### src/rtl/imem_loader_pkg.sv
// imem_loader_pkg: shared state encoding and stream framing constants for the instruction-memory loader
package imem_loader_pkg;

    typedef enum logic [2:0] {
        HDR_HI,
        HDR_LO,
        DATA,
        CSUM,
        DONE,
        ERR
    } state_t;

    localparam int WORD_BYTES = 4;
    localparam int WORD_SHIFT = 2;

endpackage

### src/rtl/imem_byte_packer.sv
// imem_byte_packer: collects four MSB-first bytes into a word and emits a one-cycle word_valid pulse
module imem_byte_packer
    import imem_loader_pkg::*;
(
    input  logic        clk,
    input  logic        reset,
    input  logic        clr,
    input  logic [7:0]  byte_in,
    input  logic        byte_en,
    output logic        byte_last,
    output logic [31:0] word,
    output logic        word_valid
);

    logic [1:0]  cnt_q, cnt_d;
    logic [23:0] sr_q, sr_d;
    logic [31:0] word_q, word_d;
    logic        valid_q, valid_d;

    assign byte_last  = cnt_q == 2'(WORD_BYTES - 1);
    assign word       = word_q;
    assign word_valid = valid_q;

    // Shift bytes in; the 4th byte snapshots the full word so a following byte cannot disturb it
    always_comb begin
        cnt_d   = cnt_q;
        sr_d    = sr_q;
        word_d  = word_q;
        valid_d = 1'b0;
        if (clr) begin
            cnt_d = 2'd0;
        end else if (byte_en) begin
            cnt_d = cnt_q + 2'd1;
            sr_d  = {sr_q[15:0], byte_in};
            if (byte_last) begin
                word_d  = {sr_q, byte_in};
                valid_d = 1'b1;
            end
        end
    end

    // Packer registers with synchronous active-low reset
    always_ff @(posedge clk) begin
        if (!reset) begin
            cnt_q   <= 2'd0;
            sr_q    <= 24'd0;
            word_q  <= 32'd0;
            valid_q <= 1'b0;
        end else begin
            cnt_q   <= cnt_d;
            sr_q    <= sr_d;
            word_q  <= word_d;
            valid_q <= valid_d;
        end
    end

endmodule

### src/rtl/imem_loader.sv
// imem_loader: byte-stream boot loader writing big-endian words to imem; IMEM_LOADER_CSUM_EN adds an XOR trailer check
module imem_loader
    import imem_loader_pkg::*;
#(
    parameter logic [31:0] BASE_ADDR = 32'h0000_0000,
    parameter int          MAX_WORDS = 256
) (
    input  logic        clk,
    input  logic        reset,
    input  logic [7:0]  rx_data,
    input  logic        rx_valid,
    output logic        rx_ready,
    input  logic        restart,
    output logic [31:0] imem_addr,
    output logic [31:0] imem_wdata,
    output logic        imem_we,
    output logic        cpu_hold,
    output logic        load_done,
    output logic        load_err
);

    localparam logic [16:0] MAX_N = 17'(MAX_WORDS);

    state_t      state_q, state_d;
    logic [15:0] n_q, n_d;
    logic [15:0] idx_q, idx_d;
    logic [31:0] addr_q, addr_d;
    logic [15:0] hdr_n;
    logic        acc, pk_en, pk_clr, pk_last, finished;
`ifdef IMEM_LOADER_CSUM_EN
    logic [7:0]  csum_q, csum_d;
`endif

    assign finished  = state_q == DONE || state_q == ERR;
    assign rx_ready  = !finished;
    assign acc       = rx_valid && rx_ready;
    assign pk_en     = acc && state_q == DATA;
    assign pk_clr    = restart && finished;
    assign hdr_n     = {n_q[15:8], rx_data};
    assign imem_addr = addr_q;
    assign cpu_hold  = state_q != DONE;
    assign load_done = state_q == DONE;
    assign load_err  = state_q == ERR;

    imem_byte_packer u_packer (
        .clk        (clk),
        .reset      (reset),
        .clr        (pk_clr),
        .byte_in    (rx_data),
        .byte_en    (pk_en),
        .byte_last  (pk_last),
        .word       (imem_wdata),
        .word_valid (imem_we)
    );

    // Header parsing, word counting, address stepping and load completion
    always_comb begin
        state_d = state_q;
        n_d     = n_q;
        idx_d   = idx_q;
        addr_d  = imem_we ? addr_q + (32'd1 << WORD_SHIFT) : addr_q;
`ifdef IMEM_LOADER_CSUM_EN
        csum_d  = acc ? csum_q ^ rx_data : csum_q;
`endif
        case (state_q)
            HDR_HI: begin
                if (acc) begin
                    n_d     = {rx_data, 8'h00};
                    state_d = HDR_LO;
                end
            end
            HDR_LO: begin
                if (acc) begin
                    n_d = hdr_n;
`ifdef IMEM_LOADER_CSUM_EN
                    state_d = hdr_n == 16'd0 ? CSUM : ({1'b0, hdr_n} > MAX_N ? ERR : DATA);
`else
                    state_d = hdr_n == 16'd0 ? DONE : ({1'b0, hdr_n} > MAX_N ? ERR : DATA);
`endif
                end
            end
            DATA: begin
                if (pk_en && pk_last) idx_d = idx_q + 16'd1;
`ifdef IMEM_LOADER_CSUM_EN
                // Move on at the last byte handshake so a trailer sent back-to-back is caught
                if (pk_en && pk_last && idx_d == n_q) state_d = CSUM;
`else
                // Finish once the final word's write pulse is on the bus
                if (imem_we && idx_q == n_q) state_d = DONE;
`endif
            end
`ifdef IMEM_LOADER_CSUM_EN
            CSUM: begin
                if (acc) state_d = csum_q == rx_data ? DONE : ERR;
            end
`endif
            DONE, ERR: begin
                if (restart) begin
                    state_d = HDR_HI;
                    idx_d   = 16'd0;
                    addr_d  = BASE_ADDR;
`ifdef IMEM_LOADER_CSUM_EN
                    csum_d  = 8'd0;
`endif
                end
            end
            default: state_d = HDR_HI;
        endcase
    end

    // Loader registers with synchronous active-low reset
    always_ff @(posedge clk) begin
        if (!reset) begin
            state_q <= HDR_HI;
            n_q     <= 16'd0;
            idx_q   <= 16'd0;
            addr_q  <= BASE_ADDR;
`ifdef IMEM_LOADER_CSUM_EN
            csum_q  <= 8'd0;
`endif
        end else begin
            state_q <= state_d;
            n_q     <= n_d;
            idx_q   <= idx_d;
            addr_q  <= addr_d;
`ifdef IMEM_LOADER_CSUM_EN
            csum_q  <= csum_d;
`endif
        end
    end

endmodule
### config.mk
export PLATFORM = sky130hd
export DESIGN_NAME = imem_loader
export DESIGN_NICKNAME = d
export VERILOG_FILES = /design/src/rtl/imem_loader_pkg.sv /design/src/rtl/imem_byte_packer.sv /design/src/rtl/imem_loader.sv
export SDC_FILE = /design/constraint.sdc
export NUM_CORES = 1
export LEC_CHECK = 0
export ABC_AREA = 1
export CORE_MARGIN = 2
export CORE_UTILIZATION = 58
export CTS_CLUSTER_DIAMETER = 30
export DETAILED_ROUTE_END_ITERATION = 6
export GPL_TIMING_DRIVEN = 0
export PLACE_DENSITY_LB_ADDON = 0.12
export SLEW_MARGIN = 20
export SYNTH_ARGS = -nofsm -noshare
export SYNTH_HDL_FRONTEND = slang
export SYNTH_SLANG_ARGS = --single-unit
### constraint.sdc
create_clock -name clk -period 3.15 [get_ports clk]
set_clock_uncertainty 0.1 [all_clocks]
set_input_delay 0.315 -clock clk [delete_from_list [all_inputs] [get_ports clk]]
set_output_delay 0.315 -clock clk [all_outputs]
set_load 0.05 [all_outputs]
==> results of run 1 <==
through the flow:
| stage | power (uW) | instances | worst slack (ps) | area, sq um | hold slack, ps |
|---|---|---|---|---|---|
| 5_1_grt | 3882 | 972 | 434.5 | 6800 | 163.2 |
| 6_report | 3775 | 972 | 517.3 | 6800 | 134.7 |
| 3_5_place_dp | 1926 | 940 | 992.1 | 6236 | 354.5 |
| 3_3_place_gp | 1916 | 940 | 1021 | 6236 | 348.9 |
| 4_1_cts | 3766 | 972 | 545.1 | 6800 | 134.4 |
| 2_1_floorplan | 1841 | 755 | 718.7 | 5330 | 337.0 |
power by group:
part	switching, uW	internal, uW
sequential	21.9	1600
clock	799	1080
combinational	192	86.5
final timing paths:
path,end,slack [ps],cells after the start,from
worst max register to register,imem_addr[28],1130,8,imem_addr[2]
worst max-delay path,load_done,520,5,state_q[2]
worst min register to register,u_packer.word[28],360,2,u_packer.sr_q[20]
worst min-delay path,state_q[1],130,3,reset
Yosys cell counts:
cell type  instances
xor2_1             2
a21oi_1           89
clkinv_1           3
nor4_1             2
inv_2              5
nand2_8            1
a31oi_1            1
nor2_2             2
nor2_8             1
buf_4              2
nor3_1            15
nand2_4            1
nor2_1           117
nand4_1           15
o21ai_1            1
nand3_1           25
clkbuf_1          17
inv_1             66
nor3_2             1
xnor2_1            4
o21ai_0           48
conb_1             1
ha_1               3
or2_2              3
nand3_2            1
or2_1              1
nand3_4            1
nand2_2            1
o21a_1             6
buf_2              6
dfxtp_1          124
nand2_1          180
a211oi_1           9
layout make-up:
type | instances | share of cell area [%]
sequential | 124 | 36.50
multi-input combinational | 532 | 36.19
timing repair buffer | 77 | 11.33
clock buffer | 18 | 6.145
inverter | 74 | 4.085
clock inverter | 14 | 2.153
tap | 108 | 1.987
buffer | 25 | 1.601
flip-flops by register name, indices dropped and copies added (netlist names):
name	cells
u_packer.word	32
imem_addr	30
u_packer.sr_q	24
idx_q	16
n_q	16
state_q	3
u_packer.cnt_q	2
u_packer.word_valid	1
worst max-delay path, delay by kind of cell, from the launching register on:
| family | cells | cell delay [ps] |
|---|---|---|
| DFF | 1 | 390 |
| and+or+nand+nor | 2 | 290 |
| buffers and inverters | 3 | 1020 |
layer usage:
| layer | vias to the layer above | global-route usage [%] |
|---|---|---|
| li1 | 2636 | - |
| met1 | 2488 | 35.30 |
| met2 | 222 | 51.30 |
| met3 | 36 | 6.894 |
| met4 | 0 | 12.75 |
| met5 | - | 0 |
kinds of logic after synthesis:
family	after synthesis	synth area share (%)
AO/OA/AOI/OAI	154	15.20
XOR/XNOR	6	0.9866
adder cells (fa/ha/maj)	3	0.7048
buffers and inverters	99	7.259
flip-flops	124	46.61
other	1	0.07040
AND/OR/NAND/NOR	367	29.18
==> results.py, run 1 <==
metrics = {
    "sta": {
        "rsz0062_at_grt": "no",
        "slew_headroom_pct": 65.10,
        "fmax_mhz": 379.8,
        "hold_viol": 0,
        "fin_crit_ps": 2633,
        "fin_crit_sh_pct": 83.58,
        "tightest_slew_ps": 521.9,
        "drv_slew": 0,
        "finalSetupViolCount": 0,
        "setup_tns_ps": 0,
    },
    "floorplanning": {
        "die_h_um": 99.83,
        "rows": 34,
        "dieArea_sq_mm": 0.009966,
        "start_util_pct": 60.49,
        "pin_count": 81,
        "core_area_sq_mm": 0.008806,
        "fp.dieW_um": 99.83,
    },
    "final_layout": {
        "regArea_sq_mm": 0.002482,
        "fin_nets": 866,
        "drive_above_1_share_pct": 6.481,
        "layout.cells.most_common": "nand2_1",
        "multiInputGateArea_sq_mm": 0.002461,
        "post-route-util_pct": 77.22,
        "n_antenna_cell": 0,
        "final_cell_mix": "nand2_1, dfxtp_1, nor2_1",
        "area_growth_pct": 27.67,
        "fillers": 653,
    },
    "placed_design": {
        "gp_congestion": 0.9483,
        "port_buffers": 77,
        "dp_hpwl_mm": 9.898,
    },
    "synth": {
        "synth_area_sq_mm": 0.005326,
        "synth_area_leaders": "dfxtp_1, nand2_1, a21oi_1",
        "ys_seq_area_share_pct": 46.61,
        "synth_warnings": 0,
        "yosysTopAreaCellShare_pct": 46.61,
        "netlist.top_cell.by_area": "dfxtp_1",
        "synthDistinctLibCells": 33,
        "postSynthCellCount": 754,
        "ys_ff_latch": 124,
        "syn_avg_cell_area_sq_um": 7.064,
    },
    "global_route": {
        "grt_remaining_overflow": 0,
        "grt_use_total_pct": 29.63,
        "antenna_found_initial": 0,
        "grt_pass1_vias": 5222,
        "grt_max_degree": 17,
        "grt_first_pass_wirelength_mm": 23.73,
    },
    "power_and_ir_drop": {
        "p_per_area_mw_per_mm2": 555.2,
        "irDropWorstVdd_mv": 0.4502,
        "leakage_uw": 0.002575,
    },
    "cts": {
        "path_clk_slew_ps": 60,
        "cts_sinks": 124,
        "postCtsSetupBuffers": 0,
        "tritoncts": "done",
        "clockBufferDepth": 2,
        "numCtsBuffers": 17,
        "clk_latency_ps": 520,
        "holdBufCountCts": 0,
        "post_cts_resized": 0,
        "htreeDepth": 4,
        "clockRootBuffer": "clkbuf_8",
    },
    "worst_setup_path": {
        "cp-start-kind": "flip-flop",
        "cp_slowest_cell": "clkdlybuf4s50_1",
        "critPathKind": "flip-flop to output port",
        "endpoint_kind": "output port",
        "path_max_fanout": 4,
        "cpMostUsedCell": "nor2_1",
        "crit_arrival_ps": 2220,
        "required_ps": 2730,
        "crit_chain": "inv_2, nor2_1, inv_1, nor2_1, clkdlybuf4s50_1",
        "slowest_delay_ps": 820,
    },
    "detailed_routing": {
        "vias_per_cell": 5.537,
        "met3_length_um": 895,
        "vias": 5382,
        "firstDrtPassIters": 5,
        "dr.first_iter.drc_count": 288,
        "wl_per_cell_um": 14.88,
        "dr_wl_met2_mm": 7.164,
        "met1Wirelength_mm": 6.100,
        "drt_wl_total_mm": 14.47,
        "dr.max_layer_used": "met4",
        "drtAntennaViolNets": 0,
        "drc": 0,
    },
    "min_path": {
        "hold_class": "primary input to flip-flop",
    },
    "job": {
        "cap_violations": 0,
    },
    "outcome": {
        "status": "complete, no violations",
    },
}
Note: power is estimated with default switching activity, not from simulation.
==> inputs of run 2 (changes only) <==
CORE_UTILIZATION = 49   (was 58)
clock period = 2.3 ns   (was 3.15 ns; I/O delays follow)
==> results.py, run 2 (synthesis gave the netlist of run 1 again) <==
metrics = {
    "power_and_ir_drop": {
        "irDropWorstVdd_mv": 0.5059,
        "p_per_area_mw_per_mm2": 748.1,
        "leakage_uw": 0.002581,
    },
    "job": {
        "cap_violations": 0,
    },
    "floorplanning": {
        "dieArea_sq_mm": 0.01172,
        "start_util_pct": 49.57,
        "fp.dieW_um": 108.3,
        "core_area_sq_mm": 0.01075,
        "die_h_um": 108.3,
        "rows": 38,
        "pin_count": 81,
    },
    "placed_design": {
        "gp_congestion": 0.9418,
        "dp_hpwl_mm": 9.640,
        "port_buffers": 77,
        "dpl-instance-area_sq_mm": 0.006279,
    },
    "sta": {
        "rsz0062_at_grt": "no",
        "hold_slack_ps": 52.69,
        "hold_viol": 0,
        "tightest_slew_ps": 523.7,
        "drv_slew": 0,
        "setup_tns_ps": 0,
        "fin_crit_sh_pct": 94.50,
        "finalSetupViolCount": 0,
        "slew_headroom_pct": 65.09,
        "fmax_mhz": 460.1,
        "fin_crit_ps": 2173,
    },
    "final_layout": {
        "area_growth_pct": 28.35,
        "drive_above_1_share_pct": 6.713,
        "fillers": 970,
        "layout.cells.most_common": "nand2_1",
        "n_antenna_cell": 0,
        "fin_nets": 866,
        "largest_register_ffs": 32,
        "final_area_sq_mm": 0.006837,
        "final_cell_mix": "nand2_1, dfxtp_1, nor2_1",
    },
    "global_route": {
        "grtUsageMet1_pct": 30.03,
        "grt_use_total_pct": 24.00,
        "grt_pass1_vias": 4889,
        "grt_first_pass_wirelength_mm": 22.38,
        "antenna_found_initial": 0,
        "grt_max_degree": 17,
        "grt_util_met3_pct": 5.606,
        "busiest_layer": "met2",
        "grt_remaining_overflow": 0,
        "use_met2_pct": 40.07,
    },
    "cts": {
        "htreeDepth": 4,
        "clockRootBuffer": "clkbuf_8",
        "clk_latency_ps": 520,
        "path_clk_slew_ps": 60,
        "numCtsBuffers": 17,
        "clockBufferDepth": 2,
        "tritoncts": "done",
        "cts_sinks": 124,
    },
    "min_path": {
        "hold_class": "primary input to flip-flop",
    },
    "worst_setup_path": {
        "path_max_fanout": 4,
        "critPathKind": "flip-flop to output port",
        "required_ps": 1970,
        "crit_arrival_ps": 1840,
        "cp-start-kind": "flip-flop",
        "endpoint_kind": "output port",
    },
    "detailed_routing": {
        "wl_per_cell_um": 13.48,
        "dr.first_iter.drc_count": 268,
        "vias": 5214,
        "drt_wl_total_mm": 13.53,
        "firstDrtPassIters": 6,
        "drc": 0,
        "vias_per_cell": 5.193,
        "drtAntennaViolNets": 0,
    },
    "outcome": {
        "status": "complete, no violations",
    },
}
-- run 2: cell count changes in the layout (fill, tap and decap cells not counted), sizes merged --
cell           previous run  this run
bufinv                    1         2
clkbuf                   35        34
clkdlybuf4s50            77        73
clkinv                    3         9
clkinvlp                  4         5
dlygate4sd2               0         4
inv                      80        73
-- run 2: through the flow --
step	total power [uW]	instances	utilization (%)	setup WS (ps)
floorplan	2522	755	-	274.2
global placement	2628	972	58.43	228.0
detailed placement	2637	972	58.43	237.0
CTS	5144	1004	63.62	110.2
global route	5280	1004	63.62	19.74
finish	5115	1004	63.62	126.5
-- run 2: per-layer routing --
layer | part of all wire, % | routed length (um)
met5 | 0 | 0
met4 | 2.3 | 314
met3 | 5.4 | 731
met2 | 47 | 6423
met1 | 45 | 6063
-- run 2: worst max-delay path, cell delays in order (launching register included) --
cell	delay (ps)
dfxtp_1	370
inv_2	80
nor2_1	150
inv_1	100
nor2_2	100
dlygate4sd2_1	530
-- run 2: repair_timing --
action	CTS	global route
gates resized for setup	4	0
buffers inserted	0	0
setup endpoints to repair	4	0
endpoints found under the hold margin	0	0
hold buffers	0	0
-- run 2: cell type report --
cell class	count	area, sq um	share of cell area, %
Clock inverter	15	148.9	2.178
Buffer	25	108.9	1.592
Timing Repair Buffer	77	765.7	11.20
Tap cell	140	175.2	2.562
Sequential cell	124	2482	36.31
Clock buffer	17	414.1	6.058
Inverter	74	277.8	4.063
Multi-Input combinational cell	532	2464	36.04
-- run 2: where the power goes --
part	switching, uW	internal, uW	total [uW]
Clock	988	1540	2520
Combinational	256	114	371
Sequential	28.8	2190	2220
-- run 2: path summary, 6_finish.rpt --
| check | start | end | slack, ps | depth (start not counted) |
|---|---|---|---|---|
| max | state_q[2] | load_done | 130 | 5 |
| min | reset | state_q[1] | 50 | 3 |
| min reg2reg | u_packer.sr_q[17] | u_packer.word[25] | 360 | 2 |
| max reg2reg | imem_addr[2] | imem_addr[28] | 310 | 8 |
